**src/rtl/sfifo_buf.sv**
```systemverilog
// sfifo_buf: synchronous first-word-fall-through FIFO for 16-bit command words.
// The head word is driven combinationally from storage, so the consumer can
// sample dout_o while empty_o=0 and then pop it with a single rd_i pulse.
// Occupancy, almost-full and sticky overflow/underflow flags are all registered
// and update on the same edge as the pointers.
module sfifo_buf #(
  parameter int DW       = 16,
  parameter int AW       = 6,
  parameter int AFULL_TH = 56
) (
  input  logic          wb_clk_i,
  input  logic          wb_rst_n_i,
  input  logic          clr_i,
  input  logic          wr_i,
  input  logic [DW-1:0] din_i,
  output logic          full_o,
  output logic          almost_full_o,
  input  logic          rd_i,
  output logic [DW-1:0] dout_o,
  output logic          empty_o,
  output logic [AW:0]   count_o,
  output logic          ovf_o,
  output logic          udf_o
);

  localparam int          DEPTH   = 2 ** AW;
  localparam logic [AW:0] AFULL_C = (AW + 1)'(AFULL_TH);

  // Pointers carry one extra wrap bit so full and empty are distinguishable.
  logic [AW:0]   wr_ptr_q, wr_ptr_d;
  logic [AW:0]   rd_ptr_q, rd_ptr_d;
  logic [AW:0]   count_q,  count_d;
  logic          empty_q,  empty_d;
  logic          full_q,   full_d;
  logic          afull_q,  afull_d;
  logic          ovf_q,    ovf_d;
  logic          udf_q,    udf_d;
  logic          wr_ok, rd_ok;
  logic [DW-1:0] mem [DEPTH];

  // Accept decisions and next-state for pointers, occupancy and flags.
  always_comb begin
    // NOTE: every always_comb output gets a default first so no latch is inferred.
    wr_ptr_d = wr_ptr_q;
    rd_ptr_d = rd_ptr_q;
    count_d  = count_q;
    ovf_d    = ovf_q;
    udf_d    = udf_q;

    rd_ok = rd_i & ~empty_q;
    // A write into a full FIFO is still accepted when a pop frees a slot on the same edge.
    wr_ok = wr_i & (~full_q | rd_ok);

    if (clr_i) begin
      wr_ptr_d = '0;
      rd_ptr_d = '0;
      count_d  = '0;
      ovf_d    = 1'b0;
      udf_d    = 1'b0;
      wr_ok    = 1'b0;
      rd_ok    = 1'b0;
    end else begin
      if (wr_ok) wr_ptr_d = wr_ptr_q + 1'b1;
      if (rd_ok) rd_ptr_d = rd_ptr_q + 1'b1;
      if (wr_ok && !rd_ok)      count_d = count_q + 1'b1;
      else if (rd_ok && !wr_ok) count_d = count_q - 1'b1;
      if (wr_i && !wr_ok) ovf_d = 1'b1;
      if (rd_i && empty_q) udf_d = 1'b1;
    end

    empty_d = (wr_ptr_d == rd_ptr_d);
    full_d  = (wr_ptr_d[AW] != rd_ptr_d[AW]) &&
              (wr_ptr_d[AW-1:0] == rd_ptr_d[AW-1:0]);
    afull_d = (count_d >= AFULL_C);
  end

  // State register with asynchronous reset.
  always_ff @(posedge wb_clk_i or negedge wb_rst_n_i) begin
    if (!wb_rst_n_i) begin
      wr_ptr_q <= '0;
      rd_ptr_q <= '0;
      count_q  <= '0;
      empty_q  <= 1'b1;
      full_q   <= 1'b0;
      afull_q  <= 1'b0;
      ovf_q    <= 1'b0;
      udf_q    <= 1'b0;
    end else begin
      // NOTE: sequential state uses non-blocking assignments so all flops update together.
      wr_ptr_q <= wr_ptr_d;
      rd_ptr_q <= rd_ptr_d;
      count_q  <= count_d;
      empty_q  <= empty_d;
      full_q   <= full_d;
      afull_q  <= afull_d;
      ovf_q    <= ovf_d;
      udf_q    <= udf_d;
    end
  end

  // Storage write port.
  always_ff @(posedge wb_clk_i) begin
    // NOTE: storage has no reset; stale words are unreachable once the pointers are cleared.
    if (wr_ok) mem[wr_ptr_q[AW-1:0]] <= din_i;
  end

  assign dout_o        = mem[rd_ptr_q[AW-1:0]];
  assign empty_o       = empty_q;
  assign full_o        = full_q;
  assign almost_full_o = afull_q;
  assign count_o       = count_q;
  assign ovf_o         = ovf_q;
  assign udf_o         = udf_q;

endmodule

```
**config.mk**
```make
export PLATFORM = sky130hd
export DESIGN_NAME = sfifo_buf
export DESIGN_NICKNAME = d
export VERILOG_FILES = /design/src/rtl/sfifo_buf.sv
export SDC_FILE = /design/constraint.sdc
export NUM_CORES = 1
export LEC_CHECK = 0
export ABC_AREA = 0
export BUFFER_PORTS_ARGS = -buffer_cell sky130_fd_sc_hd__buf_4
export CAP_MARGIN = 0
export CORE_ASPECT_RATIO = 0.7
export CORE_MARGIN = 3
export CORE_UTILIZATION = 45
export CTS_CLUSTER_DIAMETER = 60
export DETAILED_ROUTE_END_ITERATION = 12
export PLACE_DENSITY = 0.62
export SKIP_LAST_GASP = 1
export SLEW_MARGIN = 10
export SYNTH_ARGS = -nofsm -noshare
export SYNTH_HDL_FRONTEND = slang
export SYNTH_SLANG_ARGS = --single-unit
```
**constraint.sdc**
```tcl
create_clock -name wb_clk_i -period 3.64 [get_ports wb_clk_i]
set_clock_uncertainty 0.1 [all_clocks]
set_input_delay 0.182 -clock wb_clk_i [delete_from_list [all_inputs] [get_ports wb_clk_i]]
set_output_delay 0.182 -clock wb_clk_i [all_outputs]
set_load 0.01 [all_outputs]
```
==> impl_results.html <==
<table>
<tr><th>Metric</th><th>Value</th></tr>
<tr><th colspan="2">Layout</th></tr>
<tr><td>Most frequent cells in the layout</td><td>sky130_fd_sc_hd__edfxtp_1, sky130_fd_sc_hd__buf_4, sky130_fd_sc_hd__mux2i_1</td></tr>
<tr><td>Layout net count</td><td>2340</td></tr>
<tr><td>Final Cell Area</td><td>0.0484 mm²</td></tr>
<tr><td>Signed area change from the synthesized netlist to the final layout</td><td>17.5%</td></tr>
<tr><td>Fraction of final layout cells sized beyond drive strength 1</td><td>28.5%</td></tr>
<tr><td>Most frequent standard cell in the layout excluding fill and tap cells</td><td>sky130_fd_sc_hd__edfxtp_1</td></tr>
<tr><th colspan="2">Synth</th></tr>
<tr><td>Number of library cell types mapped by synthesis</td><td>54</td></tr>
<tr><td>Top flip-flop cell by instance count after synthesis</td><td>sky130_fd_sc_hd__edfxtp_1</td></tr>
<tr><td>Share of synthesized flip-flops with an asynchronous set or reset</td><td>2.48%</td></tr>
<tr><td>Average cell area after synthesis</td><td>20.0 µm²</td></tr>
<tr><td>Post-synthesis share of cell area spent on xor and xnor gates</td><td>0.468%</td></tr>
<tr><td>Seq cells post-synth</td><td>1050</td></tr>
<tr><td>Syn. warnings</td><td>0</td></tr>
<tr><td>Cell count after synthesis</td><td>2057</td></tr>
<tr><td>Synth Area in Simple Gates</td><td>2.36%</td></tr>
<tr><td>Main combinational cell family by area after synthesis</td><td>multiplexers</td></tr>
<tr><td>Post-synth EDFFs</td><td>1024</td></tr>
<tr><td>Part of the Yosys area used for sequential elements</td><td>76.3%</td></tr>
<tr><td>Total nets after synthesis</td><td>2082</td></tr>
<tr><td>Adder-Cell Fraction of Synth Area</td><td>0.122%</td></tr>
<tr><td>Synth Cell Area</td><td>0.0412 mm²</td></tr>
<tr><td>Multiplexer share of the synthesized area</td><td>15.2%</td></tr>
<tr><td>Fraction of the mapped netlist area in compound gates</td><td>3.85%</td></tr>
<tr><th colspan="2">Run status</th></tr>
<tr><td>Run status</td><td>finished with violations</td></tr>
<tr><td>Failing checks</td><td>negative setup slack</td></tr>
<tr><th colspan="2">Worst setup path</th></tr>
<tr><td>Cell type of the slowest stage on the worst timing path</td><td>sky130_fd_sc_hd__dfrtp_4</td></tr>
<tr><td>Critical Path Source Type</td><td>flip-flop</td></tr>
<tr><td>Buffering stage count on the worst path with inverters included</td><td>3</td></tr>
<tr><td>CP delay by family, top</td><td>compound AO/OA/AOI/OAI gates</td></tr>
<tr><td>Nature of the critical path endpoint</td><td>primary output</td></tr>
<tr><td>Required @ worst endpoint</td><td>3360 ps</td></tr>
<tr><td>Cell-by-cell trace of the critical path</td><td>bufbuf_16 &gt; or3_1 &gt; o221ai_1 &gt; a221oi_2 &gt; buf_4 &gt; o31ai_1 &gt; buf_4</td></tr>
<tr><td>Library cell appearing most often on the critical path</td><td>sky130_fd_sc_hd__buf_4</td></tr>
<tr><td>Worst EP arrival</td><td>3360 ps</td></tr>
<tr><td>Biggest cell delay along the critical path</td><td>580 ps</td></tr>
<tr><td>Top fanout value on the critical path</td><td>28</td></tr>
<tr><td>Type of the worst setup path</td><td>reg2out</td></tr>
<tr><th colspan="2">CTS</th></tr>
<tr><td>CTS Root Buffer Type</td><td>sky130_fd_sc_hd__clkbuf_16</td></tr>
<tr><td>Clock input transition at the sequential cells of the worst setup and hold paths</td><td>60 ps</td></tr>
<tr><td>Number of clock sinks</td><td>1050</td></tr>
<tr><td>Clock H-tree levels</td><td>3</td></tr>
<tr><td>Clock buffers created by TritonCTS</td><td>95</td></tr>
<tr><td>Clock latency reported for the late side of the worst-skew pair</td><td>670 ps</td></tr>
<tr><td>CTS tree</td><td>yes</td></tr>
<tr><td>Worst-case clock buffer depth</td><td>3</td></tr>
<tr><th colspan="2">Timing</th></tr>
<tr><td>Fin crit share</td><td>100%</td></tr>
<tr><td>Worst setup slack after layout</td><td>-5.93 ps</td></tr>
<tr><td>Time the worst path needs with I/O delays and setup</td><td>3650 ps</td></tr>
<tr><td>Final hold vios</td><td>0</td></tr>
<tr><td>RSZ-0062 raised after global routing</td><td>yes</td></tr>
<tr><td>Final-report max-slew violation count</td><td>0</td></tr>
<tr><td>Worst slew slack as a fraction of its limit</td><td>38.4%</td></tr>
<tr><td>Final count of negative-setup-slack endpoints</td><td>1</td></tr>
<tr><td>Actual slew at the worst max-slew pin</td><td>924 ps</td></tr>
<tr><td>F_max</td><td>274 MHz</td></tr>
<tr><td>Hold slack</td><td>9.37 ps</td></tr>
<tr><th colspan="2">Global route</th></tr>
<tr><td>GRT Residual Overflow</td><td>0</td></tr>
<tr><td>Number of antenna violations at the first check in global routing</td><td>1</td></tr>
<tr><td>Via count of the first global-routing pass</td><td>21600</td></tr>
<tr><td>Maximum number of pins on one net before global-route repair</td><td>65</td></tr>
<tr><td>Global router's overall resource usage</td><td>22.4%</td></tr>
<tr><td>Global-route wire length before repair</td><td>154000 µm</td></tr>
<tr><th colspan="2">Floorplanning</th></tr>
<tr><td>Full die area</td><td>0.0952 mm²</td></tr>
<tr><td>Area of the core</td><td>0.0904 mm²</td></tr>
<tr><td>Die boundary width</td><td>367 µm</td></tr>
<tr><td>Overall die height</td><td>259 µm</td></tr>
<tr><td>IO Count</td><td>49</td></tr>
<tr><td>Row count</td><td>92</td></tr>
<tr><td>Initial Util</td><td>45.5%</td></tr>
<tr><th colspan="2">Power and ir drop</th></tr>
<tr><td>Clock network fraction of design power</td><td>39.0%</td></tr>
<tr><td>Logic gate share of total power</td><td>10.4%</td></tr>
<tr><td>Leakage power</td><td>15.2 nW</td></tr>
<tr><td>Pwr per Cell Area</td><td>545 mW/mm²</td></tr>
<tr><td>Internal cell power</td><td>20.6 mW</td></tr>
<tr><td>Fraction of power consumed by sequential logic</td><td>50.6%</td></tr>
<tr><td>Switching component of the power</td><td>5.77 mW</td></tr>
<tr><td>VDD IR max</td><td>0.416 mV</td></tr>
<tr><td>Switch share</td><td>21.9%</td></tr>
<tr><th colspan="2">Detailed routing</th></tr>
<tr><td>Wirelength, routed</td><td>106000 µm</td></tr>
<tr><td>Routed via count divided by cell count</td><td>5.97</td></tr>
<tr><td>Iter 0 DRT Violations</td><td>2504</td></tr>
<tr><td>Via count</td><td>21600</td></tr>
<tr><td>Mean routed wirelength per cell</td><td>29.3 µm</td></tr>
<tr><td>First drt pass iteration count</td><td>7</td></tr>
<tr><td>Antenna Nets Post-Route</td><td>0</td></tr>
<tr><td>Total DRC errors in the routed layout</td><td>0</td></tr>
<tr><th colspan="2">Run</th></tr>
<tr><td># Max-Cap Violations</td><td>0</td></tr>
<tr><th colspan="2">Placement</th></tr>
<tr><td>Routability-driven placement congestion ratio</td><td>0.828</td></tr>
<tr><td>Port buffer count</td><td>48</td></tr>
<tr><td>Pre-CTS setup slack</td><td>62.6 ps</td></tr>
<tr><td>HPWL after detailed placement</td><td>60600 µm</td></tr>
<tr><td>DP Area</td><td>0.0440 mm²</td></tr>
<tr><th colspan="2">Min path</th></tr>
<tr><td>Worst hold-check path type</td><td>in2reg</td></tr>
</table>
## metrics by stage
| step | TNS (ps) | total power, mW | util, % | cells |
|---|---|---|---|---|
| after global placement | 0 | 15.9 | 48.7 | 3385 |
| after detailed placement | 0 | 16.0 | 48.7 | 3385 |
| after CTS | -111 | 26.5 | 53.2 | 3601 |
| after floorplan | 0 | 15.1 | - | 2057 |
| final | -5.93 | 26.4 | 53.5 | 3620 |
| after global routing | -636 | 27.2 | 53.5 | 3612 |
## cell usage after synthesis, drive strengths merged (13+ instances only)
cell type	instances	area share, %
edfxtp	1024	75
a22oi	42	0.77
o211ai	13	0.24
mux2	54	1.5
o21ai	15	0.18
clkbuf	51	0.47
xnor2	14	0.30
nand2	41	0.37
o22ai	16	0.24
nand3	32	0.39
nor2	95	0.87
a21oi	43	0.52
dfrtp	25	1.5
a31oi	16	0.24
mux4	165	9.0
buf	72	1.1
mux2i	195	4.7
a221oi	27	0.57
## power by group through the flow
stage / Sequential, mW / Clock (mW) / Combinational (mW)
2_1_floorplan: 13.6 / 0 / 1.50
3_3_place_gp: 13.6 / 0 / 2.32
3_5_place_dp: 13.6 / 0 / 2.35
4_1_cts: 13.3 / 10.5 / 2.67
5_1_grt: 13.3 / 10.9 / 2.90
6_report: 13.4 / 10.3 / 2.73
## logic make-up (layout without fill, tap and decap cells)
kind of cell	Yosys count	in the layout
adders and majority gates	4	4
buffers and inverters	129	462
muxes	414	414
and+or+nand+nor	214	214
DFF	1050	1050
xor gates and xnor gates	22	22
AOI/OAI and AO/OA	224	224
other	0	8
## per-layer routing
metal | vias up | track usage, % | part of all wire, %
met1 | 11400 | 33.9 | 44
met4 | 0 | 5.83 | 2.6
met3 | 176 | 6.55 | 10
met2 | 979 | 31.8 | 43
li1 | 9024 | - | -
met5 | - | 0 | 0
## state kept, by name, summed over array words and instances, names as in the netlist
signal and cells:
mem 1024, count_o 7, rd_ptr_q 7, wr_ptr_q 7
almost_full_o 1, empty_o 1, full_o 1, ovf_o 1
udf_o 1
## worst paths after layout
check / from / to / slack (ps) / depth (start not counted)
max in group asynchronous: wb_rst_n_i / rd_ptr_q[0]$_DFF_PN0_ / 2800 / 4
setup reg to reg: empty_o$_DFF_PN1_ / mem[58][12]$_DFFE_PP_ / 600 / 6
hold reg to reg: ovf_o$_DFFE_PN0P_ / ovf_o$_DFFE_PN0P_ / 420 / 2
min in group asynchronous: wb_rst_n_i / rd_ptr_q[4]$_DFF_PN0_ / 460 / 4
hold / removal: din_i[5] / mem[21][5]$_DFFE_PP_ / 9 / 1
setup / recovery: rd_ptr_q[1]$_DFF_PN0_ / dout_o[14] / -6 / 7
## cell type report
type | count | area, µm²
flip-flops and latches | 1050 | 31400
clock buffers | 112 | 2500
inverters | 6 | 22.5
repair buffers | 284 | 2740
diodes | 8 | 20.0
fillers | 6962 | 42000
well taps | 1222 | 1530
clock inverters | 60 | 667
multi-input cells | 878 | 9490
## what timing repair did
item / in CTS / in global routing
endpoints found under the setup margin: 16 / 16
gates resized for setup: 74 / 32
hold buffers: 18 / 0
endpoints found under the hold margin: 412 / 0
pin swaps: 12 / 11
buffers inserted: 20 / 10
cloned: 7 / 1
Power figures use the tool's default switching activity.
